`src/rtl/bpu_if.sv`:
```
// bpu_if: fetch-side lookup and EX-side training signals of the branch predictor.
interface bpu_if;
    logic [31:0] if1_pc;
    logic        pred_taken;
    logic [31:0] pred_target;
    logic        upd_en;
    logic [31:0] upd_pc;
    logic        upd_taken;
    logic [31:0] upd_target;
    logic [1:0]  upd_kind;

    modport master (
        output if1_pc, upd_en, upd_pc, upd_taken, upd_target, upd_kind,
        input  pred_taken, pred_target
    );

    modport slave (
        input  if1_pc, upd_en, upd_pc, upd_taken, upd_target, upd_kind,
        output pred_taken, pred_target
    );
endinterface

```
`src/rtl/bpu_btb_ras.sv`:
```
// bpu_btb_ras: tagged BTB with saturating counters and branch kinds, plus a resolve-time return address stack.
module bpu_btb_ras #(
    parameter int IDX_W     = 6,
    parameter int TAG_W     = 8,
    parameter int CNT_W     = 2,
    parameter int RAS_DEPTH = 4
) (
    input logic  clk,
    input logic  rst_n,
    bpu_if.slave bus
);
    localparam int N  = 1 << IDX_W;
    localparam int PW = RAS_DEPTH > 1 ? $clog2(RAS_DEPTH) : 1;
    localparam int CW = $clog2(RAS_DEPTH + 1);
    localparam logic [PW-1:0]    P_LAST = PW'(RAS_DEPTH - 1);
    localparam logic [CW-1:0]    C_FULL = CW'(RAS_DEPTH);
    localparam logic [CNT_W-1:0] C_WEAK = CNT_W'(1) << (CNT_W - 1);
    localparam logic [1:0]       K_COND = 2'b00;
    localparam logic [1:0]       K_CALL = 2'b10;
    localparam logic [1:0]       K_RET  = 2'b11;

    logic [N-1:0]     valid_q;
    logic [TAG_W-1:0] tag_q    [N];
    logic [31:0]      target_q [N];
    logic [CNT_W-1:0] cnt_q    [N];
    logic [1:0]       kind_q   [N];
    logic [31:0]      ras_q    [RAS_DEPTH];
    logic [PW-1:0]    ras_ptr;
    logic [CW-1:0]    ras_cnt;

    logic [IDX_W-1:0] l_idx, u_idx;
    logic [TAG_W-1:0] l_tag, u_tag;
    logic             l_hit, l_taken, u_hit;
    logic [PW-1:0]    ras_top;
    logic [CNT_W-1:0] u_cnt, u_cnt_nxt;

    assign l_idx   = bus.if1_pc[IDX_W+1:2];
    assign l_tag   = bus.if1_pc[IDX_W+2 +: TAG_W];
    assign u_idx   = bus.upd_pc[IDX_W+1:2];
    assign u_tag   = bus.upd_pc[IDX_W+2 +: TAG_W];
    assign ras_top = ras_ptr == '0 ? P_LAST : ras_ptr - 1'b1;

    // Reset clears valid_q asynchronously, so lookup falls back to pc+4 while rst_n is low.
    always_comb begin
        l_hit           = valid_q[l_idx] && tag_q[l_idx] == l_tag;
        l_taken         = l_hit && (kind_q[l_idx] != K_COND || cnt_q[l_idx][CNT_W-1]);
        bus.pred_taken  = l_taken;
        bus.pred_target = !l_taken ? bus.if1_pc + 32'd4 :
                          (kind_q[l_idx] == K_RET && ras_cnt != '0) ? ras_q[ras_top] : target_q[l_idx];
    end

    always_comb begin
        u_hit     = valid_q[u_idx] && tag_q[u_idx] == u_tag;
        u_cnt     = cnt_q[u_idx];
        u_cnt_nxt = bus.upd_taken ? (&u_cnt ? u_cnt : u_cnt + 1'b1) : (|u_cnt ? u_cnt - 1'b1 : u_cnt);
    end

    always_ff @(posedge clk or negedge rst_n) begin
        if (!rst_n) begin
            valid_q <= '0;
            ras_ptr <= '0;
            ras_cnt <= '0;
        end else if (bus.upd_en) begin
            if (!u_hit && bus.upd_taken)
                valid_q[u_idx] <= 1'b1;
            if (bus.upd_kind == K_CALL) begin
                ras_ptr <= ras_ptr == P_LAST ? '0 : ras_ptr + 1'b1;
                if (ras_cnt != C_FULL)
                    ras_cnt <= ras_cnt + 1'b1;
            end else if (bus.upd_kind == K_RET && ras_cnt != '0) begin
                ras_ptr <= ras_top;
                ras_cnt <= ras_cnt - 1'b1;
            end
        end
    end

    // Payload needs no reset: it is only observed through valid_q and ras_cnt.
    always_ff @(posedge clk) begin
        if (bus.upd_en) begin
            if (u_hit) begin
                cnt_q[u_idx]  <= u_cnt_nxt;
                kind_q[u_idx] <= bus.upd_kind;
                if (bus.upd_taken)
                    target_q[u_idx] <= bus.upd_target;
            end else if (bus.upd_taken) begin
                tag_q[u_idx]    <= u_tag;
                target_q[u_idx] <= bus.upd_target;
                kind_q[u_idx]   <= bus.upd_kind;
                cnt_q[u_idx]    <= C_WEAK;
            end
            if (bus.upd_kind == K_CALL)
                ras_q[ras_ptr] <= bus.upd_pc + 32'd4;
        end
    end
endmodule

```
`src/flat_wrapper.sv`:
```
// flat-port wrapper written by rule: the top's interface ports become plain ports
module bpu_btb_ras_flat 
#(
    parameter int IDX_W     = 6,
    parameter int TAG_W     = 8,
    parameter int CNT_W     = 2,
    parameter int RAS_DEPTH = 4
)
  (clk, rst_n, bus_if1_pc, bus_upd_en, bus_upd_pc, bus_upd_taken, bus_upd_target, bus_upd_kind, bus_pred_taken, bus_pred_target);
  bpu_if bus_i ();
  input logic clk;
  input logic rst_n;
  input wire logic [$bits(bus_i.if1_pc)-1:0] bus_if1_pc;
  input wire logic [$bits(bus_i.upd_en)-1:0] bus_upd_en;
  input wire logic [$bits(bus_i.upd_pc)-1:0] bus_upd_pc;
  input wire logic [$bits(bus_i.upd_taken)-1:0] bus_upd_taken;
  input wire logic [$bits(bus_i.upd_target)-1:0] bus_upd_target;
  input wire logic [$bits(bus_i.upd_kind)-1:0] bus_upd_kind;
  output wire logic [$bits(bus_i.pred_taken)-1:0] bus_pred_taken;
  output wire logic [$bits(bus_i.pred_target)-1:0] bus_pred_target;
  assign bus_i.if1_pc = bus_if1_pc;
  assign bus_i.upd_en = bus_upd_en;
  assign bus_i.upd_pc = bus_upd_pc;
  assign bus_i.upd_taken = bus_upd_taken;
  assign bus_i.upd_target = bus_upd_target;
  assign bus_i.upd_kind = bus_upd_kind;
  assign bus_pred_taken = bus_i.pred_taken;
  assign bus_pred_target = bus_i.pred_target;
  bpu_btb_ras #(.IDX_W(IDX_W), .TAG_W(TAG_W), .CNT_W(CNT_W), .RAS_DEPTH(RAS_DEPTH)) u_core (.clk(clk), .rst_n(rst_n), .bus(bus_i));
endmodule
```
`config.mk`:
```
export PLATFORM = sky130hd
export DESIGN_NAME = bpu_btb_ras_flat
export DESIGN_NICKNAME = d
export VERILOG_FILES = /design/src/rtl/bpu_if.sv /design/src/rtl/bpu_btb_ras.sv /design/src/flat_wrapper.sv
export SDC_FILE = /design/constraint.sdc
export NUM_CORES = 2
export LEC_CHECK = 0
export CORE_MARGIN = 5
export CORE_UTILIZATION = 33
export CTS_BUF_LIST = sky130_fd_sc_hd__clkbuf_8
export CTS_CLUSTER_DIAMETER = 60
export DETAILED_ROUTE_END_ITERATION = 6
export GPL_TIMING_DRIVEN = 0
export SETUP_SLACK_MARGIN = 0.2
export SKIP_LAST_GASP = 1
export SYNTH_ARGS = -nofsm -noshare
export SYNTH_HDL_FRONTEND = slang
export SYNTH_SLANG_ARGS = --single-unit
```
`constraint.sdc`:
```
create_clock -name clk -period 8.2 [get_ports clk]
set_clock_uncertainty 0.2 [all_clocks]
set_input_delay 1.64 -clock clk [delete_from_list [all_inputs] [get_ports clk]]
set_output_delay 1.64 -clock clk [all_outputs]
set_load 0.005 [all_outputs]
```
Word level (Yosys, flattened, before mapping)
Memory sizes are Yosys's and may differ from the RTL's.
Index checks and enable logic that the tools add are counted.

word-level totals
  flip-flop bits (word level) = 69
  RAM bits = 2,944
  output and inout bits = 33
  memories kept = 5

memory list
  memory           depth  bits a word  read ports  clocked after Yosys merged registers in  write ports  line               source
  u_core.target_q  64     32           1           0                                        1            bpu_btb_ras.sv:24  logic [31:0] target_q [N];
  u_core.tag_q     64     8            2           0                                        1            bpu_btb_ras.sv:23  logic [TAG_W-1:0] tag_q [N];
  u_core.cnt_q     64     2            2           0                                        1            bpu_btb_ras.sv:25  logic [CNT_W-1:0] cnt_q [N];
  u_core.kind_q    64     2            1           0                                        1            bpu_btb_ras.sv:26  logic [1:0] kind_q [N];
  u_core.ras_q     4      32           1           0                                        1            bpu_btb_ras.sv:27  logic [31:0] ras_q [RAS_DEPTH];

cells by class
  add/sub/neg operators = 8
  order comparisons = 3
  equal/unequal tests = 8
  muxes and demuxes = 34
  bitwise operators = 4
  reductions and logical operators = 18

operators by type and width
  cell                     count
  $mux W32                 3
  $add A32 B3 Y32 const B  2
  $or A64 B64 Y64          1
  $mux W2                  9
  $eq A8 B8 Y1             2
  $mux W1                  16
  $lt A6 B7 Y1 const B     2
  $bmux W1 S6              2
  $mux W3                  3
  $eq A2 B2 Y1 const B     4
  $logic_and A1 B1 Y1      7
  $demux W1 S6             1
  $ge A6 B1 Y1 const B     1
  $reduce_and A2 Y1        3
  $add A2 B1 Y2 const B    2
  $reduce_bool A2 Y1       2
  $sub A2 B1 Y2 const B    2
  $add A3 B1 Y3 const B    1
  $ne A3 B3 Y1 const B     1
  $or A1 B1 Y1             3
  $reduce_and A3 Y1        1
  $reduce_bool A3 Y1       1
  $sub A3 B1 Y3 const B    1
  $logic_not A2 Y1         1
  4 further kinds          4

Logic depth before layout (Yosys ltp)
  depth in word-level cells = 7
  gate-level depth with buffers = 16

Worst setup path before layout
OpenSTA, ideal clock, no wires.

  kind = input -> register
  start point = input port bus_upd_pc[3]
  end point = memory u_core.cnt_q[0][1] (data pin)
  library setup time = 702 ps
  arrival time = 6,605 ps
  data required time = 7,298 ps
  path slack = 693 ps
  cell stages on the path = 14
  buffers on the path = 6
  path through = buf_2 buf_2 buf_2 buf_2 mux2_2 a222oi_1 o22ai_1 nor4_1 xor2_1 nand3_1 nor3_2 buf_4 buf_2 o21ai_0

between the ends
  longest elaborated chain between the ends = 7
  elaborated cells between the ends (all ways) = 17

ends and longest elaborated chain
  item                                                  line                source
  from (decl)                                           flat_wrapper.sv:15  input wire logic [$bits(bus_i.upd_pc)-1:0] bus_upd_pc;
  $mem_v2 Z64 W8 / $bmux W1 S6 (equally long branches)  n/a
  $eq A8 B8 Y1 / $mux W1 (equally long branches)        bpu_btb_ras.sv:53   u_hit = valid_q[u_idx] && tag_q[u_idx] == u_tag;
  $logic_and A1 B1 Y1                                   bpu_btb_ras.sv:53
  $mux W1                                               bpu_btb_ras.sv:80   if (u_hit) begin
  $mux W1                                               bpu_btb_ras.sv:79   if (bus.upd_en) begin
  $mux W1 (implied by the code)                         bpu_btb_ras.sv:89   cnt_q[u_idx] <= C_WEAK;
  $mux W2 (no line) *                                   n/a
  to (decl)                                             bpu_btb_ras.sv:25

Every way passes the cells marked *; elsewhere a longest branch is shown, timed or not. The select of a mux whose other input is x is not followed.

Worst setup path in the final report
  start point = input port bus_upd_pc[3]
  end point = memory u_core.cnt_q[27][1] (data pin)

Same word-level chain as after synthesis.

==> impl_metrics.csv <==
group,metric,value,unit
sta,max_slew_margin,-11.9,%
sta,layout_min_cycle_time,8.44,ns
die,io_pins,135,
worst_setup_path,end_kind,"flop",
worst_setup_path,slowest_delay,0.86,ns
logic_synthesis,synthFlopType,"edfxtp_1",
final_layout,finalInstanceArea,146000,sq um
cts,cts_tree,"done",
worst_setup_path,crit_type,"in -> reg",
cts,cts.sinks,3013,
worst_setup_path,critPathSlowestCell,"clkdlybuf4s50_1",
sta,tightest_slew,1.67,ns
placement,gp_congestion,1.03,
placement,place_hpwl,334000,um
final_layout,final_cells,12100,
global_routing,grt_first_pass_wirelength,639000,um
placement,placed_area,134000,sq um
sta,rsz0062_at_grt,"yes",
cts,numCtsBuffers,475,
cts,cts.clk_slew.worst_paths,0.06,ns
global_routing,grt_pass1_vias,70300,
worst_setup_path,cpMostUsedCell,"buf_2",
flow_run,maxCapViolations,11,
sta,setup_viol,95,
power,peakVddDrop,0.000151,V
cts,h-tree-depth,5,
final_layout,final_cell_mix,"edfxtp_1 (2,944), mux4_2 (911), clkbuf_8 (493)",
routing,drt_wl_total,483000,um
die,die_area,386000,sq um
sta,fin_crit_sh,103,%
worst_setup_path,required,8.80,ns
outcome,violations,"design-rule violations, max-capacitance violations, max-slew violations, negative setup slack",
sta,hold_viol,0,
logic_synthesis,ys_types,83,
sta,fin_ws,-0.236,ns
worst_setup_path,crit_arrival,9.03,ns
placement,pre_cts_slack,-3.79,ns
routing,wl_per_cell,39.8,um
cts,ctsHoldBuffers,0,
final_layout,drive_gt1_share,33.4,%
logic_synthesis,yosysTopAreaCell,"edfxtp_1",
global_routing,grt_max_degree,72,
routing,viasPerCell,5.92,
die,chipWidth,621,um
die,rows,224,
logic_synthesis,synth_fp_nets,6032,
global_routing,antenna_found_initial,66,
final_layout,syn_to_final_growth,18.3,%
logic_synthesis,synth.avg_cell_area,20.8,sq um
die,core_area,372000,sq um
worst_hold_path,holdCritPathClass,"in -> async",
logic_synthesis,synthArstFlopShare,2.29,%
placement,numPortBuffers,130,
logic_synthesis,synth.yosys.seq_area_share,73.1,%
worst_setup_path,crit_fanout,37,
die,die_height,621,um
power,power,32.8,mW
routing,first_iter_violations,11400,
final_layout,fin_nets,6843,
global_routing,grt_use_total,24.3,%
routing,ant_nets,0,
power,p_leak,46.4,nW
logic_synthesis,syn_inst,5923,
worst_setup_path,critPathLaunchType,"primary input",
logic_synthesis,synth-edff-count,2944,
final_layout,final_common_cell,"edfxtp_1",
cts,cts_max_path_buffers,4,
die,start_util,33.1,%
routing,dr_total_vias,72000,
outcome,outcome,"complete, but fails checks",
logic_synthesis,synth.cell_area,123000,sq um
power,power_density,225,nW/um^2
sta,drv_slew,73,
worst_setup_path,crit_chain,"clkdlybuf4s50_1, buf_2, buf_2, nor2_1, clkbuf_1, a221o_1, a21oi_1, o22ai_1, nor4b_2, xor2_1, nand4_1, nor3_2, buf_4, buf_2, o21ai_4, buf_16",
cts,ctsRootBufferMaster,"clkbuf_8",
sta,max_freq,119,MHz
logic_synthesis,synth.top_cell.area_share,71.7,%
logic_synthesis,ys_seq_elements,3013,
cts,clock_latency,1.18,ns
placement,place_inst,11200,
routing,first_pass_iters,7,
global_routing,grt-ovfl-total,0,
logic_synthesis,yosysWarningCount,0,
routing,drc,3,
logic_synthesis,netlist_top_cells_area,"edfxtp_1 (72%), mux4_2 (17%), mux2i_1 (1.5%)",
sta,hold_ws,0.135,ns
-- repair_timing --
item,4_1_cts,5_1_grt
buffers inserted,32,0
resized for setup,587,41
pin swaps,9,5
cloned,0,0
setup endpoints to repair,1169,93
-- kinds of logic after synthesis --
| family | synth area share [%] |
|---|---|
| flip-flops | 73.1 |
| AO/OA/AOI/OAI | 3.15 |
| adder cells (fa/ha/maj) | 0.0852 |
| AND/OR/NAND/NOR | 2.60 |
| multiplexers | 18.7 |
| XOR/XNOR | 0.525 |
| buffers and inverters | 1.87 |
-- path summary, 6_finish.rpt --
path                                     start                   to  slack, ns  depth (start not counted)
setup reg to reg           u_core.tag_q[15][3]  u_core.cnt_q[27][1]       2.48                         12
hold / removal                           rst_n   u_core.valid_q[20]       0.13                          1
hold reg to reg             u_core.valid_q[26]   u_core.valid_q[26]       0.29                          2
setup / recovery                 bus_upd_pc[3]  u_core.cnt_q[27][1]      -0.24                         16
min in group clk            u_core.valid_q[26]   u_core.valid_q[26]       0.29                          2
max in group asynchronous                rst_n   u_core.valid_q[62]       7.05                          2
-- cell type report --
| type | count | area (sq um) |
|---|---|---|
| fillers | 33600 | 226000 |
| plain buffers | 403 | 3520 |
| clock buffers | 483 | 6650 |
| well taps | 4972 | 6220 |
| inverters | 72 | 277 |
| diodes | 43 | 108 |
| repair buffers | 334 | 4320 |
| clock inverters | 394 | 2290 |
| flip-flops and latches | 3013 | 90100 |
| multi-input cells | 2435 | 32400 |
-- critical path, delay by kind of cell --
kind	cells	cell delay, ns
XOR/XNOR	1	0.22
AO/OA/AOI/OAI	4	1.85
buffers and inverters	7	3.48
AND/OR/NAND/NOR	4	1.73
-- metrics by stage --
stage / setup TNS (ns) / util [%]
floorplan: 0 / -
global placement: -9410.96 / 35.2
detailed placement: -2314.02 / 36.1
CTS: 0 / 39.1
global route: 0 / 39.2
finish: -8.52 / 39.2
-- per-layer routing --
layer | wire [um] | track usage [%] | share of wire, %
met1 | 177000 | 31.1 | 37
met2 | 214000 | 36.2 | 44
met3 | 57200 | 7.82 | 12
met4 | 34100 | 14.6 | 7.1
met5 | 135 | 0 | 0.028
-- state kept, by name, summed over array words and instances, names as in the netlist --
register and count:
u_core.target_q 2048, u_core.tag_q 512, u_core.cnt_q 128, u_core.kind_q 128
u_core.ras_q 128, u_core.valid_q 64, u_core.ras_cnt 3, u_core.ras_ptr 2
-- power by group --
part | leakage (nW) | total [mW] | internal [mW] | switching, mW
Clock | 5.02 | 12.3 | 6.13 | 6.20
Combinational | 14.2 | 3.40 | 1.19 | 2.20
Sequential | 27.2 | 17.1 | 17.0 | 0.0470
Total | 46.4 | 32.8 | 24.4 | 8.45
-- Yosys cell counts, types with 6 or more instances --
library cell	n
edfxtp_1	2944
mux4_2	911
nor2_1	214
mux2i_1	183
buf_2	158
clkbuf_1	155
nand2_1	150
nand3_1	111
a22oi_1	77
dfrtp_1	69
inv_1	68
nor3_1	66
a221oi_1	65
mux2_2	57
o31ai_1	55
a21oi_1	45
o22ai_1	44
o21ai_0	43
xor2_1	39
buf_4	35
xnor2_1	35
a22o_1	34
a221o_1	33
buf_1	31
and2_1	22
nand4_1	22
buf_6	20
a31oi_1	16
and3_1	16
nor2b_1	16
a211oi_1	15
nand2b_1	15
o21bai_1	15
nor4_1	10
o221ai_1	10
a311oi_1	7
o211ai_1	7
a2111oi_0	6
ha_1	6
mux2_1	6
Note: power is estimated with default switching activity, not from simulation.
